--- src/rtl/password_lock_param.sv ---
// Parametrised one-hot keypad lock: DIGITS-key code entry with failure counting, timed lockout,
// admin hard-lock, entry timeout, timed unlock pulse and in-field code reprogramming.
module password_lock_param #(
    parameter int DIGITS      = 4,
    parameter int DIGIT_W     = 4,
    parameter int MAX_TRIES   = 3,
    parameter int CNT_W       = 2,
    parameter int UNLOCK_CYC  = 16,
    parameter int LOCKOUT_CYC = 64,
    parameter int TIMEOUT_CYC = 256,
    localparam int KEYS       = 2**DIGIT_W,
    localparam int IDX_W      = $clog2(DIGITS+1)
) (
    input  logic                      CLK,
    input  logic                      RST,
    input  logic                      EN,
    input  logic [KEYS-1:0]           BUTTONS,
    input  logic [DIGITS*DIGIT_W-1:0] CODE_IN,
    input  logic                      CODE_LOAD,
    input  logic                      ADMIN_CLR,
    output logic                      UNLOCK,
    output logic                      ALARM,
    output logic                      ADMIN_LOCK,
    output logic [CNT_W-1:0]          FAIL_COUNT,
    output logic [IDX_W-1:0]          DIGIT_IDX
);

    localparam int T_MAX0 = (UNLOCK_CYC > LOCKOUT_CYC) ? UNLOCK_CYC : LOCKOUT_CYC;
    localparam int T_MAX  = (T_MAX0 > TIMEOUT_CYC) ? T_MAX0 : TIMEOUT_CYC;
    localparam int TW     = $clog2(T_MAX+1);
    localparam logic [CNT_W-1:0] MAX_T = CNT_W'(MAX_TRIES);

    typedef enum logic [2:0] {IDLE, ENTRY, CHECK, OPEN, LOCKOUT, ADMIN} state_t;

    state_t                      state;
    logic [KEYS-1:0]             prev_btn;
    logic [DIGITS*DIGIT_W-1:0]   code;
    logic                        programmed;
    logic                        mism;
    logic [TW-1:0]               timer;
    logic [DIGIT_W-1:0]          key_val;
    logic [DIGIT_W-1:0]          ref_digit;
    logic                        key_evt;
    logic                        bad;

    always_comb begin
        key_val = '0;
        for (int k = 0; k < KEYS; k++)
            if (BUTTONS[k]) key_val = DIGIT_W'(k);
        ref_digit = '0;
        for (int i = 0; i < DIGITS; i++)
            if (DIGIT_IDX == IDX_W'(i)) ref_digit = code[i*DIGIT_W +: DIGIT_W];
    end

    // Multi-hot changes still count as a keypress, but can never match a digit.
    assign key_evt = (BUTTONS != prev_btn) && (BUTTONS != '0);
    assign bad     = !$onehot(BUTTONS) || (key_val != ref_digit);

    always_ff @(posedge CLK or negedge RST) begin
        if (!RST) begin
            code       <= '0;
            programmed <= 1'b0;
        end else if (CODE_LOAD && (state == OPEN || (state == IDLE && !programmed))) begin
            code       <= CODE_IN;
            programmed <= 1'b1;
        end
    end

    always_ff @(posedge CLK or negedge RST) begin
        if (!RST) begin
            state      <= IDLE;
            prev_btn   <= '0;
            mism       <= 1'b0;
            timer      <= '0;
            UNLOCK     <= 1'b0;
            ALARM      <= 1'b0;
            ADMIN_LOCK <= 1'b0;
            FAIL_COUNT <= '0;
            DIGIT_IDX  <= '0;
        end else begin
            prev_btn <= BUTTONS;
            case (state)
                IDLE: begin
                    if (EN && key_evt) begin
                        mism      <= bad;
                        DIGIT_IDX <= IDX_W'(1);
                        timer     <= '0;
                        state     <= (DIGITS == 1) ? CHECK : ENTRY;
                    end
                end
                ENTRY: begin
                    if (!EN) begin
                        state     <= IDLE;
                        DIGIT_IDX <= '0;
                    end else if (key_evt) begin
                        mism      <= mism | bad;
                        DIGIT_IDX <= DIGIT_IDX + IDX_W'(1);
                        timer     <= '0;
                        if (DIGIT_IDX == IDX_W'(DIGITS-1)) state <= CHECK;
                    end else if (timer == TW'(TIMEOUT_CYC-1)) begin
                        state     <= IDLE;
                        DIGIT_IDX <= '0;
                    end else begin
                        timer <= timer + TW'(1);
                    end
                end
                CHECK: begin
                    DIGIT_IDX <= '0;
                    timer     <= '0;
                    if (!mism) begin
                        state      <= OPEN;
                        FAIL_COUNT <= '0;
                    end else if (FAIL_COUNT + CNT_W'(1) == MAX_T) begin
                        state      <= ADMIN;
                        FAIL_COUNT <= MAX_T;
                    end else begin
                        state      <= LOCKOUT;
                        FAIL_COUNT <= FAIL_COUNT + CNT_W'(1);
                    end
                end
                // The first cycle in OPEN/LOCKOUT raises the output, giving a two-edge latency from the last key.
                OPEN: begin
                    if (timer == TW'(UNLOCK_CYC)) begin
                        state  <= IDLE;
                        UNLOCK <= 1'b0;
                    end else begin
                        timer  <= timer + TW'(1);
                        UNLOCK <= 1'b1;
                    end
                end
                LOCKOUT: begin
                    if (timer == TW'(LOCKOUT_CYC)) begin
                        state <= IDLE;
                        ALARM <= 1'b0;
                    end else begin
                        timer <= timer + TW'(1);
                        ALARM <= 1'b1;
                    end
                end
                ADMIN: begin
                    if (ADMIN_CLR) begin
                        state      <= IDLE;
                        FAIL_COUNT <= '0;
                        ALARM      <= 1'b0;
                        ADMIN_LOCK <= 1'b0;
                    end else begin
                        ALARM      <= 1'b1;
                        ADMIN_LOCK <= 1'b1;
                    end
                end
                default: state <= IDLE;
            endcase
        end
    end

endmodule

--- config.mk ---
export PLATFORM = sky130hd
export DESIGN_NAME = password_lock_param
export DESIGN_NICKNAME = d
export VERILOG_FILES = /design/src/rtl/password_lock_param.sv
export SDC_FILE = /design/constraint.sdc
export NUM_CORES = 1
export LEC_CHECK = 0
export ABC_AREA = 1
export CAP_MARGIN = 20
export CORE_MARGIN = 5
export CORE_UTILIZATION = 39
export DETAILED_ROUTE_END_ITERATION = 8
export GPL_TIMING_DRIVEN = 1
export SKIP_LAST_GASP = 1
export SLEW_MARGIN = 20
export SYNTH_ARGS = -nofsm -noshare
export SYNTH_HDL_FRONTEND = slang
export SYNTH_SLANG_ARGS = --single-unit
--- constraint.sdc ---
create_clock -name CLK -period 1.8 [get_ports CLK]
set_input_delay 0.18 -clock CLK [delete_from_list [all_inputs] [get_ports CLK]]
set_output_delay 0.18 -clock CLK [all_outputs]
set_load 0.01 [all_outputs]
Word-level counts from Yosys, hierarchy flattened --
Index checks and enable logic that the tools add are counted.
Operators by class: bitwise operators 1, add/subtract/negate cells 18, order comparisons 0, equal/unequal tests 26, muxes and demuxes 52, reduce and logical (&&, ||, !) cells 21, multipliers 0, div/mod/pow operators 0, shift-type cells 0
Operators with widths (count):
- two-way mux 4 bit | 16
- two-way mux 9 bit | 6
- case mux 9 bit (5 select lines) | 1
- two-way mux 3 bit | 11
- case mux 3 bit (6 select lines) | 1
- adder 1 x 1 -> 2 bit | 8
- inequality test 16 bit | 1
- nonzero test 16 bit | 1
- adder 2 x 2 -> 3 bit | 4
- == test 3 x 2 -> 1 bit (second input constant) | 4
- inequality test 2 bit (second input constant) | 6
- AND reduction 6 bit | 2
- two-way mux 2 bit | 5
- adder 9 x 1 -> 9 bit (second input constant) | 1
- == test 9 x 5 -> 1 bit (second input constant) | 1
- == test 9 x 7 -> 1 bit (second input constant) | 1
- == test 9 x 8 -> 1 bit (second input constant) | 1
- case mux 3 bit (3 select lines) | 1
- adder 3 x 3 -> 4 bit | 2
- two-way mux 1 bit | 8
- inequality test 4 bit (second input constant) | 2
- == test 3 x 1 -> 1 bit (second input constant) | 2
- == test 3 bit (second input constant) | 2
- zero test 3 bit | 2
- other kinds (20) | 29
Word-level totals: memory bits (writable) 0, latch bits 0, word-level logic and storage cells 129, output and inout port bits 8, flip-flop bits (word level) 54, input bits 37, memories kept 0, bits in read-only memories 0

Logic depth before layout (Yosys ltp) --
Gate-level depths: netlist (run 1).
word-level depth 21, mapped depth 21, gate-level depth less buffers 21

Least setup slack after synthesis (run 1) --
No wires, ideal clock.
path type input to register, start point input port BUTTONS[7], end point register mism, buffers on the path 0, setup slack -2.068 ns, stages 20, arrival 3.755 ns, setup time 0.113 ns, required time 1.687 ns, path through inv_1 > fa_1 > inv_1 > fa_1 > fa_1 > inv_1 > fa_1 > inv_1 > ha_1 > fa_1 > nor2_1 > nand3b_1 > nor4_1 > nand2_1 > nor2_1 > nand3b_1 > nor2_1 > nand3_1 > nand2_1 > inv_1
On the way: word-level cells in the longest chain between the ends 15, elaborated cells on any way between the ends 29, classes of those cells 4 x add/sub; 5 x eq/ne; 13 x mux; 1 x bitwise; 6 x reduce/logical
Ends and longest elaborated chain:
- start: declaration | RTL line 17 | input logic [KEYS-1:0] BUTTONS,
- parallel branches: the longest is 15 deep, another holds adder 4 x 4 -> 5 bit
- end signal: assignment | RTL line 96 | mism <= mism | bad;
- end: declaration | RTL line 39 | logic mism;
Several ways; the timed one is not identified. The select of a mux whose other input is x is not followed. A chain may end at the register's enable or synchronous reset.

Worst setup path in the final report (run 1) --
start point input port BUTTONS[11], end point register mism
On the way: word-level cells in the longest chain between the ends 11, elaborated cells on any way between the ends 25, classes of those cells 4 x add/sub; 5 x eq/ne; 9 x mux; 1 x bitwise; 6 x reduce/logical
Ends and longest elaborated chain:
- adder 1 x 1 -> 2 bit (not written as such) or two-way mux 4 bit (tied branches) | RTL line 57, 49
- adder 2 x 2 -> 3 bit (not written as such) or two-way mux 4 bit (tied branches) | RTL line 57, 49
- adder 3 x 3 -> 4 bit (not written as such) or two-way mux 4 bit (tied branches) | RTL line 57, 49
- adder 4 x 4 -> 5 bit (not written as such) or two-way mux 4 bit (tied branches) | RTL line 57, 49
- == test 5 x 1 -> 1 bit or two-way mux 4 bit (tied branches) | RTL line 57, 49
- zero test 1 bit or inequality test 4 bit (tied branches) | RTL line 57 | assign bad = !$onehot(BUTTONS) || (key_val != ref_digit);
- logical OR 1 bit | RTL line 57
- OR 1 bit | RTL line 96
- two-way mux 1 bit | RTL line 95 | end else if (key_evt) begin
- two-way mux 1 bit | RTL line 92 | if (!EN) begin
- case mux 1 bit (2 select lines) | RTL line 82 | case (state)
Parallel ways exist; a longest one is shown, timed or not. The select of a mux whose other input is x is not followed.

==> flow_metrics.py, run 1 <==
metrics = {
    "worst_setup_path": {
        "worst_setup_path_start_kind": "primary input",
        "crit_cells": 21,
        "cp_top_family": "adder cells",
        "crit_arrival_ns": 4.01,
        "cp_common_cell": "fa_1",
        "critical_path.slowest_cell": "fa_1",
        "path_buf_inv": 6,
        "worst_r2r_path_depth": 13,
        "crit_required_ns": 2.01,
        "crit_fanout": 2,
        "cpPeakStageDelay_ns": 0.55,
        "critPathCaptureType": "flop",
        "path_class": "in -> reg",
        "path_cells": "buf_8 > fa_1 > inv_2 > fa_1 > inv_1 > fa_1 > inv_1 > fa_1 > inv_2 > ha_4 > fa_1 > nor2_1 > nand3b_1 > nor4_1 > nand2_1 > nor2_1 > nand3b_1 > nor2_1 > nand3_1 > nand2_1 > inv_1",
    },
    "min_path": {
        "hold_path_depth": 2,
        "hold_class": "in -> reg",
    },
    "yosys": {
        "synth_seq_cells": 54,
        "synth_seq_area_share_pct": 39.47,
        "synth_warnings": 0,
        "mappedNetlistArea_um2": 3423,
        "syn_inst": 417,
        "avgSynthCellArea_um2": 8.209,
        "synth_cell_types": 34,
        "syn_nets": 479,
    },
    "job": {
        "maxCapViolCount": 0,
    },
    "global_routing": {
        "grt_pass1_wl_um": 13170,
        "use_met2_pct": 23.45,
        "grt_pass1_vias": 2929,
        "use_met1_pct": 19.87,
        "grt_antenna_before_repair": 0,
        "gr-total-overflow": 0,
        "grt_usage_pct": 14.34,
        "gr-max-usage-layer": "met2",
        "grt_max_degree": 28,
        "use_met3_pct": 2.799,
    },
    "place": {
        "gp_congestion": 0.8126,
        "io_buffers": 44,
        "placed_area_um2": 4409,
        "dp_hpwl_um": 6117,
    },
    "power_and_ir_drop": {
        "powerDensity_nw_per_um2": 1144,
        "vdd_ir_drop_max_v": 0.0005938,
        "power_leakage_nw": 2.319,
    },
    "clock_network": {
        "worstSkewPairLatency_ns": 0.31,
        "cts.sinks": 54,
        "tritoncts": "built",
        "clockBufferDepth": 2,
        "cts-root-buf": "clkbuf_8",
        "htreeDepth": 2,
        "cts_buffers": 5,
        "path_clk_slew_ns": 0.11,
    },
    "cells_and_area": {
        "antenna_cells": 0,
        "nets": 586,
        "final_core_util_pct": 53.46,
        "layout-drive-gt1-share_pct": 23.81,
        "area_delta_synth_final_pct": 34.87,
        "fillers": 812,
        "final_area_um2": 4617,
    },
    "floorplan": {
        "initial_core_util_pct": 39.64,
        "ioPinCount": 45,
        "die_x_um": 103.7,
        "row_count": 34,
        "chipHeight_um": 103.7,
        "core_um2": 8636,
        "die-area_um2": 10750,
    },
    "sta": {
        "slew_headroom_pct": 55.69,
        "setup_viol": 15,
        "rsz0062_at_grt": "yes",
        "timing.final.ws_setup_ns": -2.001,
        "whs_ns": 0.07253,
        "min_period_over_period_pct": 211.2,
        "worst_pin_slew_ns": 0.6646,
        "hold_violations": 0,
        "slew_viol_final": 0,
        "fin_crit_ns": 3.801,
        "skew_ns": 0.01162,
        "fmax_mhz": 263.1,
    },
    "drt": {
        "drc_errors": 0,
        "drtAntennaViolNets": 0,
        "first_iter_violations": 77,
        "wl_um": 7640,
        "num_vias": 2925,
        "avgViaCountPerCell": 4.621,
        "drtPass1Iterations": 4,
        "wl_per_cell_um": 12.07,
    },
    "outcome": {
        "status": "finished with violations",
        "violations": "negative setup slack",
    },
}
==> cell usage after synthesis <==
cell type	number	area, um2
xor2_1	18	157.7
xnor2_1	1	8.760
nand4_1	6	37.54
a21boi_0	1	7.510
o31ai_1	2	15.01
o211ai_1	3	22.52
clkbuf_1	1	3.750
a31oi_1	1	6.260
and3_1	1	6.260
nor3_1	3	15.01
buf_6	1	11.26
ha_1	15	187.7
nand4_4	1	21.27
o21ai_1	10	50.05
nand3b_1	7	52.55
mux2_2	12	135.1
o211ai_4	1	21.27
nand3_1	16	80.08
dfrtp_1	54	1351
inv_1	81	304.0
nor2_2	3	18.77
o21ai_2	1	8.760
o2111ai_1	1	8.760
fa_1	10	200.2
a21oi_1	8	40.04
o22ai_1	1	6.260
nor2_1	38	142.6
inv_2	2	7.510
nor4_1	1	6.260
buf_2	1	5.000
nand2_1	92	345.3
o21ai_0	21	105.1
nor2_4	1	11.26
nand2_4	2	22.52
==> report_power, final <==
part	switching [mW]	internal [mW]	total [mW]
logic	1.51	1.36	2.87
registers	0.190	1.52	1.71
clock network	0.425	0.275	0.700
total	2.13	3.16	5.28
==> placed cells by master, fill, tap and decap left out, types with 4 or more instances in the layout <==
cell / count
nand2_2: 7
ha_1: 14
a21oi_1: 8
mux2_2: 12
inv_1: 74
nor2_1: 32
fa_1: 10
clkbuf_8: 5
o21ai_1: 8
nand2_1: 84
buf_4: 56
inv_2: 8
nand3_1: 15
o21ai_0: 19
xor2_1: 18
clkdlybuf4s50_1: 31
nand4_1: 6
nand3b_1: 7
nor2_2: 8
o21ai_2: 4
dfrtp_1: 54
==> repair_timing <==
| item | in CTS | in global routing |
|---|---|---|
| hold buffers | 1 | 0 |
| endpoints found under the hold margin | 23 | 0 |
| gates resized for setup | 43 | 32 |
| setup endpoints to repair | 15 | 15 |
| pin swaps | 16 | 23 |
| buffers inserted | 1 | 3 |
==> through the flow <==
step           power, mW  setup TNS [ns]  std cells  setup WS (ns)
2_1_floorplan      3.337          -2.036        417         -2.036
3_3_place_gp       4.331          -9.006        620         -2.707
3_5_place_dp       4.418          -9.490        620         -2.774
4_1_cts            5.194          -3.254        630         -2.190
5_1_grt            5.790          -5.555        633         -2.191
6_report           5.282          -2.978        633         -2.001
==> state kept, by name, indices dropped and copies added (netlist names) <==
register and flops:
ADMIN_LOCK 1, ALARM 1, DIGIT_IDX 3, FAIL_COUNT 2, UNLOCK 1, code 16
mism 1, prev_btn 16, programmed 1, state 3, timer 9
==> metal layers <==
metal / routed length (um) / vias to the layer above
li1: - / 1514
met1: 3603 / 1356
met2: 3685 / 49
met3: 279 / 6
met4: 72 / 0
met5: 0 / -
==> worst paths after layout <==
kind | from | to | slack (ns)
min | BUTTONS[5] | prev_btn[5] | 0.07
min in group asynchronous | RST | prev_btn[0] | 0.43
max | BUTTONS[11] | mism | -2.00
max in group asynchronous | RST | timer[1] | 0.69
min reg2reg | programmed | programmed | 0.48
max reg2reg | DIGIT_IDX[1] | mism | -0.11
==> area by class of cell <==
cell class / instances / area [um2] / area share (%)
inverter: 83 / 314.1 / 6.802
sequential: 54 / 1351 / 29.27
multi-input combinational: 277 / 1831 / 39.65
clock inverter: 3 / 21.27 / 0.4607
timing repair buffer: 103 / 895.9 / 19.40
tap: 108 / 135.1 / 2.927
clock buffer: 5 / 68.82 / 1.491
==> logic make-up after synthesis <==
family	count (synthesis)	share of synthesized area, %
AND/OR/NAND/NOR	171	22.19
flip-flops	54	39.47
AO/OA/AOI/OAI	50	8.516
adder cells (fa/ha/maj)	25	11.33
XOR/XNOR	19	4.861
multiplexers	12	3.947
buffers and inverters	86	9.685
(Power assumes the default switching activity.)
==> inputs of run 2 (changes only) <==
- CORE_ASPECT_RATIO: not set -> 0.5
- CTS_CLUSTER_DIAMETER: not set -> 60
- SLEW_MARGIN: 20 -> 5
==> flow_metrics.py, run 2 (synthesis gave the netlist of run 1 again) <==
metrics = {
    "global_routing": {
        "grt_pass1_wl_um": 13600,
        "grt_max_degree": 55,
        "grt_antenna_before_repair": 0,
        "gr-total-overflow": 0,
        "grt_pass1_vias": 2944,
        "grt_usage_pct": 15.33,
    },
    "worst_setup_path": {
        "critical_path.slowest_cell": "fa_1",
        "cpPeakStageDelay_ns": 0.51,
        "crit_arrival_ns": 4.07,
        "path_buf_inv": 4,
        "worst_setup_path_start_kind": "primary input",
        "critPathCaptureType": "flop",
        "crit_fanout": 2,
        "path_cells": "dlygate4sd2_1 > fa_1 > fa_1 > fa_1 > inv_1 > fa_1 > inv_2 > ha_4 > fa_1 > nor2_1 > nand3b_1 > nor4_1 > nand2_1 > nor2_1 > nand3b_1 > nor2_1 > nand3_1 > nand2_1 > inv_1",
        "crit_required_ns": 2.00,
        "cp_top_family": "adder cells",
        "cp_common_cell": "fa_1",
        "path_class": "in -> reg",
    },
    "floorplan": {
        "initial_core_util_pct": 39.72,
        "chipHeight_um": 76.25,
        "core_um2": 8618,
        "die-area_um2": 10870,
        "die_x_um": 142.5,
        "row_count": 24,
        "ioPinCount": 45,
    },
    "cells_and_area": {
        "fillers": 795,
        "final_cell_mix": "nand2_1, inv_1, buf_4",
        "nets": 591,
        "area_delta_synth_final_pct": 40.02,
        "antenna_cells": 0,
        "layout-drive-gt1-share_pct": 26.04,
        "reg_top3": "code (16), prev_btn (16), timer (9)",
        "layout_commonest_cell": "nand2_1",
    },
    "drt": {
        "first_iter_violations": 73,
        "wl_um": 7677,
        "num_vias": 2864,
        "wl_per_cell_um": 11.87,
        "drtAntennaViolNets": 0,
        "avgViaCountPerCell": 4.427,
        "drtPass1Iterations": 4,
        "drc_errors": 0,
    },
    "sta": {
        "fmax_mhz": 258.4,
        "hold_violations": 0,
        "timing.final.ws_setup_ns": -2.070,
        "slew_viol_final": 0,
        "fin_setup_tns_ns": -2.259,
        "fin_crit_ns": 3.870,
        "min_period_over_period_pct": 215.0,
        "setup_viol": 8,
        "worst_pin_slew_ns": 0.3324,
        "slew_headroom_pct": 77.60,
        "skew_ns": 0.005130,
        "rsz0062_at_grt": "yes",
    },
    "clock_network": {
        "worstSkewPairLatency_ns": 0.30,
        "cts_buffers": 5,
        "path_clk_slew_ns": 0.07,
        "cts-root-buf": "clkbuf_16",
        "htreeDepth": 2,
        "tritoncts": "built",
        "clockBufferDepth": 2,
        "cts.sinks": 54,
    },
    "job": {
        "maxCapViolCount": 0,
    },
    "place": {
        "dp_hpwl_um": 5941,
        "dpl_worst_slack_ns": -2.833,
        "gp_congestion": 0.8293,
        "io_buffers": 44,
    },
    "power_and_ir_drop": {
        "vdd_ir_drop_max_v": 0.0005209,
        "power_leakage_nw": 2.421,
        "powerDensity_nw_per_um2": 1238,
    },
    "min_path": {
        "hold_class": "in -> reg",
    },
    "outcome": {
        "violations": "negative setup slack",
        "status": "finished with violations",
    },
}
==> run 2: cell types whose count changed in the layout (fill, tap and decap cells not counted), moves of 3 or more <==
| cell | delta |
|---|---|
| clkbuf_16 | +5 |
| nand2_1 | -5 |
| buf_2 | +4 |
| buf_6 | +4 |
| clkbuf_8 | -4 |
| clkdlybuf4s50_1 | -4 |
| dlygate4sd2_1 | +4 |
| nand2_2 | +4 |
| nor2_2 | -3 |
==> run 2: per-stage QoR <==
stage / area, um2 / power [mW] / hold slack [ns] / util [%] / instances
floorplan: 3428 / 3.337 / -0.1156 / - / 417
global placement: 4446 / 4.374 / 0.2025 / 51.58 / 634
detailed placement: 4446 / 4.426 / 0.2050 / 51.58 / 634
CTS: 4723 / 5.908 / 0.04865 / 54.81 / 646
global route: 4793 / 6.465 / 0.05873 / 55.62 / 647
finish: 4793 / 5.932 / 0.05339 / 55.62 / 647
==> run 2: per-layer routing <==
metal	wire [um]	GRT usage, %
met2	3382	23.69
met5	0	0
met4	82	3.700
met1	4003	21.95
met3	208	3.260
==> run 2: cell type report <==
cell class / count / area, um2 / share of cell area [%]
repair buffers: 108 / 918.4 / 19.16
inverters: 83 / 311.5 / 6.500
clock inverters: 2 / 60.06 / 1.253
multi-input cells: 277 / 1867 / 38.95
clock buffers: 6 / 138.9 / 2.897
well taps: 117 / 146.4 / 3.054
flip-flops and latches: 54 / 1351 / 28.19
==> run 2: path summary, 6_finish.rpt <==
path | from | end | slack (ns) | cells past startpoint
worst max-delay path | BUTTONS[1] | mism | -2.07 | 19
worst min register to register | ADMIN_LOCK | ADMIN_LOCK | 0.49 | 2
worst max register to register | DIGIT_IDX[0] | mism | -0.13 | 12
worst min-delay path | BUTTONS[0] | prev_btn[0] | 0.05 | 1
min in group asynchronous | RST | prev_btn[9] | 0.39 | 3
max in group asynchronous | RST | prev_btn[0] | 1.13 | 3
==> run 2: what timing repair did <==
item	4_1_cts	5_1_grt
cloned	1	0
hold buffers	1	0
hold endpoints to repair	54	0
pin swaps	32	16
buffers inserted	2	1
endpoints found under the setup margin	15	31
resized for setup	67	23
==> run 2: worst register-to-register path, cell delays in order (launching register included) <==
cell and delay, ns:
dfrtp_1 0.43, inv_1 0.12, ha_1 0.18, nand3_1 0.14, o21ai_0 0.19, nor2_1 0.05, o21ai_0 0.20, xnor2_1 0.15
nand3b_1 0.10, nor2_1 0.09, nand3_1 0.09, nand2_1 0.07, inv_1 0.03
==> run 2: power breakdown <==
part	leakage (nW)	total [mW]	internal, mW	switching (mW)
logic	1.67	2.94	1.39	1.56
clock network	0.0971	1.29	0.836	0.454
registers	0.659	1.70	1.52	0.179
==> inputs of run 3 (changes only) <==
- ABC_AREA: 1 -> not set
- CAP_MARGIN: 20 -> not set
- CTS_CLUSTER_SIZE: not set -> 28
==> flow_metrics.py, run 3 <==
metrics = {
    "outcome": {
        "status": "finished with violations",
        "violations": "negative setup slack",
    },
    "cells_and_area": {
        "antenna_cells": 0,
        "area_delta_synth_final_pct": 49.48,
        "fin_cells": 565,
        "nets": 514,
        "layout-drive-gt1-share_pct": 32.23,
        "layout_commonest_cell": "buf_4",
        "final_cell_mix": "buf_4, dfrtp_1, inv_1",
        "final_core_util_pct": 60.58,
        "final_area_um2": 4898,
        "reg_top3": "code (16), prev_btn (16), timer (9)",
    },
    "yosys": {
        "synth_warnings": 0,
        "synth_most_common_cell": "dfrtp_1",
        "synthTopCellsByArea": "dfrtp_1, fa_1, ha_1, xor2_1, inv_1",
        "synth_ff_type": "dfrtp_1",
        "mappedNetlistArea_um2": 3277,
        "synth_cell_types": 58,
        "synth_common_cells": "dfrtp_1, inv_1, nand2_1, nor2_1, xor2_1",
        "synth-edff-count": 0,
        "synth_top_cell_area_share_pct": 41.24,
        "synth_seq_cells": 54,
        "avgSynthCellArea_um2": 10.15,
        "synth_async_sr_flop_share_pct": 100.0,
        "syn_nets": 385,
        "syn_inst": 323,
        "yosys.area.top_type": "dfrtp_1",
        "synth_seq_area_share_pct": 41.24,
    },
    "floorplan": {
        "row_count": 23,
        "core_um2": 8087,
        "die_x_um": 139.6,
        "ioPinCount": 45,
        "initial_core_util_pct": 40.52,
        "chipHeight_um": 74.82,
        "die-area_um2": 10450,
    },
    "clock_network": {
        "htreeDepth": 2,
        "clockBufferDepth": 2,
        "tritoncts": "built",
        "path_clk_slew_ns": 0.07,
        "cts-root-buf": "clkbuf_16",
        "cts_buffers": 5,
        "cts.sinks": 54,
        "worstSkewPairLatency_ns": 0.30,
    },
    "sta": {
        "rsz0062_at_grt": "yes",
        "fin_crit_ns": 4.000,
        "timing.final.ws_setup_ns": -2.200,
        "skew_ns": 0.008177,
        "worst_pin_slew_ns": 0.6972,
        "whs_ns": 0.1342,
        "slew_viol_final": 0,
        "fmax_mhz": 250.0,
        "hold_violations": 0,
        "setup_viol": 14,
        "min_period_over_period_pct": 222.2,
        "slew_headroom_pct": 53.52,
    },
    "power_and_ir_drop": {
        "powerDensity_nw_per_um2": 1169,
        "power_leakage_nw": 2.221,
        "power.total_mw": 5.728,
        "p_sw_mw": 2.053,
        "p_clk_share_pct": 19.8,
        "cell_internal_pwr_mw": 3.676,
        "netSwitchingFraction_pct": 35.84,
        "pwr-share-seq_pct": 31.3,
        "comb_power_share_pct": 48.9,
        "vdd_ir_drop_max_v": 0.0005290,
    },
    "worst_setup_path": {
        "worst_setup_path_start_kind": "primary input",
        "critical_path.slowest_cell": "fa_1",
        "path_class": "in -> reg",
        "cp_common_cell": "fa_1",
        "cp_top_family": "adder cells",
        "critPathCaptureType": "flop",
        "cpPeakStageDelay_ns": 0.53,
        "crit_required_ns": 1.99,
        "path_cells": "buf_6 > fa_1 > inv_1 > fa_1 > inv_2 > fa_1 > inv_2 > fa_1 > inv_1 > ha_2 > fa_1 > nor4b_2 > o211ai_1 > or2_1 > mux2i_1 > o2111a_1 > o21ai_1",
        "r2r_setup_slack_ns": -0.33,
        "path_buf_inv": 5,
        "crit_fanout": 2,
        "crit_arrival_ns": 4.19,
    },
    "place": {
        "placed_area_um2": 4385,
        "io_buffers": 44,
        "dp_cells": 542,
        "gp_congestion": 0.8889,
        "dp_hpwl_um": 6501,
    },
    "global_routing": {
        "grt_pass1_wl_um": 14470,
        "use_met3_pct": 3.744,
        "grt_max_degree": 29,
        "grt_usage_pct": 17.24,
        "use_met1_pct": 24.18,
        "use_met2_pct": 28.02,
        "grt_antenna_before_repair": 0,
        "gr-max-usage-layer": "met2",
        "gr-total-overflow": 0,
        "grt_pass1_vias": 2928,
    },
    "min_path": {
        "hold_class": "in -> reg",
    },
    "drt": {
        "wl_um": 8595,
        "avgViaCountPerCell": 5.085,
        "drc_errors": 0,
        "first_iter_violations": 193,
        "num_vias": 2873,
        "drtPass1Iterations": 4,
        "wl_per_cell_um": 15.21,
        "drtAntennaViolNets": 0,
    },
    "job": {
        "maxCapViolCount": 0,
    },
}
[run 3: timing repair]
item	4_1_cts	5_1_grt
pin swaps	33	25
setup endpoints to repair	15	31
setup buffers	8	5
cloned	0	1
endpoints found under the hold margin	27	0
hold buffers	1	0
resized for setup	57	40
[run 3: area by class of cell]
class                           instances  area [um2]
Fill cell                             674        3188
Multi-Input combinational cell        224        1957
Sequential cell                        54        1353
Timing Repair Buffer                  128        1126
Inverter                               39       148.9
Tap cell                              112       140.1
Clock buffer                            5       125.1
Clock inverter                          3       48.80
[run 3: kinds of logic after synthesis]
| family | after synthesis | synth area share, % |
|---|---|---|
| xor+xnor | 18 | 4.811 |
| compound gates | 70 | 16.08 |
| buf+inv | 45 | 5.193 |
| fa+ha+maj | 25 | 11.84 |
| mux | 18 | 6.109 |
| simple gates | 93 | 14.74 |
| flops | 54 | 41.24 |
[run 3: per-stage QoR]
stage,worst slack (ns),setup TNS [ns]
3_3_place_gp,-2.847,-12.29
5_1_grt,-2.387,-7.375
4_1_cts,-2.283,-5.331
3_5_place_dp,-2.910,-12.93
6_report,-2.200,-5.585
2_1_floorplan,-2.152,-3.546
[run 3: power by group through the flow]
stage | logic [mW] | registers, mW | clock network, mW
floorplan | 1.49 | 1.76 | 0
global placement | 2.42 | 1.80 | 0
detailed placement | 2.53 | 1.81 | 0
CTS | 2.69 | 1.79 | 1.16
global route | 3.11 | 1.84 | 1.21
finish | 2.80 | 1.79 | 1.14
[run 3: routing by layer]
layer  wire (um)  share of wire (%)
met5           0                  0
met1        4297                 50
met2        3919                 46
met3         266                3.1
met4         111                1.3
[run 3: final timing paths]
check,to,depth (start not counted),start
worst max-delay path,mism,17,BUTTONS[15]
worst min-delay path,prev_btn[7],2,BUTTONS[7]
worst max register to register,timer[5],11,timer[0]
max in group asynchronous,state[1],3,RST
worst min register to register,programmed,1,programmed
min in group asynchronous,prev_btn[8],2,RST
==> patch: new RTL, settings of run 3 <==
Change the parameter `DIGIT_W` from 4 to 3.
--- a/src/rtl/password_lock_param.sv
+++ b/src/rtl/password_lock_param.sv
@@ -4,3 +4,3 @@
     parameter int DIGITS      = 4,
-    parameter int DIGIT_W     = 4,
+    parameter int DIGIT_W     = 3,
     parameter int MAX_TRIES   = 3,
Interface: changed (resized BUTTONS and CODE_IN); port bits go from 45 to 33. The function was not compared with the original's and may differ.
==> patch against run 3 <==
The run still ends with negative setup slack left. Routed wire length down 18%. Setup slack better by 1.1 ns. Sequential cell count down 12. Clock skew down 0.0033 ns. Clock power down 24%. Worst hold slack worse by 0.035 ns. Power down 14%. Design area down 21%. Area after synthesis down 23%. Via count down 21%. Critical path type unchanged. Largest power group unchanged.
==> patch: results <==
drt:
  initialDrtViolationCount: 99
  routed-wl-met2_mm: 3.720
  wl_met3_um: 157
  post_drt_wl_per_cell_um: 16.05
  vias: 2279
  drt-met1-wl_mm: 3.115
  firstDrtPassIters: 4
placed_design:
  io_buffers: 32
  gp_congestion: 0.8169
  dp_hpwl_mm: 4.861
timing:
  finalSetupTns_ns: -1.251
  worst_slack_ns: -1.057
  setup_viol: 5
  relSlewSlack_pct: 62.94
  skew_ns: 0.004851
finish:
  num-nets-final: 395
  drive_above_1_share_pct: 39.66
  fill_cells: 528
  reg_top3: "code: 12 flops, timer: 9 flops, prev_btn: 8 flops"
run_status:
  status: "finished, violations left"
  violations: "negative setup slack"
cts:
  cts_resized: 46
  clk-insertion-delay-late_ns: 0.29
  cts.path.max_buffers: 2
  postCtsHoldBufs: 2
  cts_setup_buffers: 10
  cts_root_buf: "clkbuf_16"
setup_path:
  cpPeakStageDelay_ns: 0.58
  crit_start: "BUTTONS[0]"
  path_max_fanout: 2
  critPathArrivalTime_ns: 3.02
  reg2reg_from: "DIGIT_IDX[0]$_DFFE_PN0P_"
  worstRegToRegCells: 7
  r2r_setup_slack_ns: -0.15
  critical_path_buf_inv_count: 4
yosys:
  yosys_warnings: 0
  synth_common_cells: "42 x dfrtp_1, 25 x inv_1, 19 x nand2_1"
  yosysUniqueCellTypes: 49
  yosysSeqAreaShare_pct: 41.48
  synth_area_leaders: "dfrtp_1 41%, ha_1 6.4%, mux2_2 4.4%"
  ys.flop_type: "dfrtp_1"
  synth_nets: 295
global_route:
  grt_pass1_wl_mm: 11.63
  grtUsageTotal_pct: 18.30
  grt_max_degree: 43
  grt_pass1_vias: 2417
  met2_usage_pct: 32.41
  grt_util_met1_pct: 22.13
  grt_use_met3_pct: 3.986
power_and_ir_drop:
  ir_drop_mv: 0.5454
  cellLeakagePower_nw: 1.644
-- patch: layout make-up --
class	instances	share of cell area (%)
clock buffers	7	3.413
inverters	25	2.479
multi-input cells	181	42.11
flip-flops and latches	42	27.14
well taps	88	2.833
repair buffers	98	22.02
-- patch: power breakdown --
part,switching [mW],internal (mW),total [mW]
Combinational,1.31,1.33,2.63
Clock,0.364,0.508,0.872
Sequential,0.208,1.20,1.41
Total,1.88,3.04,4.91
-- patch: logic make-up (layout without fill, tap and decap cells) --
group,Yosys count,after routing,share of synthesized area [%]
and+or+nand+nor,74,74,15.21
xor gates and xnor gates,12,12,4.148
muxes,13,13,5.728
AOI/OAI and AO/OA,64,65,18.67
buffers and inverters,31,130,5.185
DFF,42,42,41.48
adders and majority gates,17,17,9.581
-- patch: worst min-delay path by stage --
stage                     slack [ns]       start                     end
after floorplan                -0.12         RST  ADMIN_LOCK$_DFFE_PN0P_
after global placement          0.28         RST   prev_btn[1]$_DFF_PN0_
after detailed placement        0.29         RST   prev_btn[1]$_DFF_PN0_
after CTS                        0.1  BUTTONS[0]   prev_btn[0]$_DFF_PN0_
after global routing            0.10  BUTTONS[0]   prev_btn[0]$_DFF_PN0_
final                            0.1  BUTTONS[0]   prev_btn[0]$_DFF_PN0_
-- patch: metrics by stage --
| stage | setup slack, ns | std cells | util [%] | total power [mW] | area, µm² |
|---|---|---|---|---|---|
| global route | -1.194 | 441 | 62.87 | 5.250 | 3886 |
| global placement | -1.681 | 413 | 53.10 | 3.380 | 3282 |
| CTS | -1.191 | 433 | 58.99 | 4.578 | 3646 |
| finish | -1.057 | 441 | 62.87 | 4.913 | 3886 |
| detailed placement | -1.833 | 413 | 53.10 | 3.469 | 3282 |
| floorplan | -1.114 | 253 | - | 2.615 | 2549 |
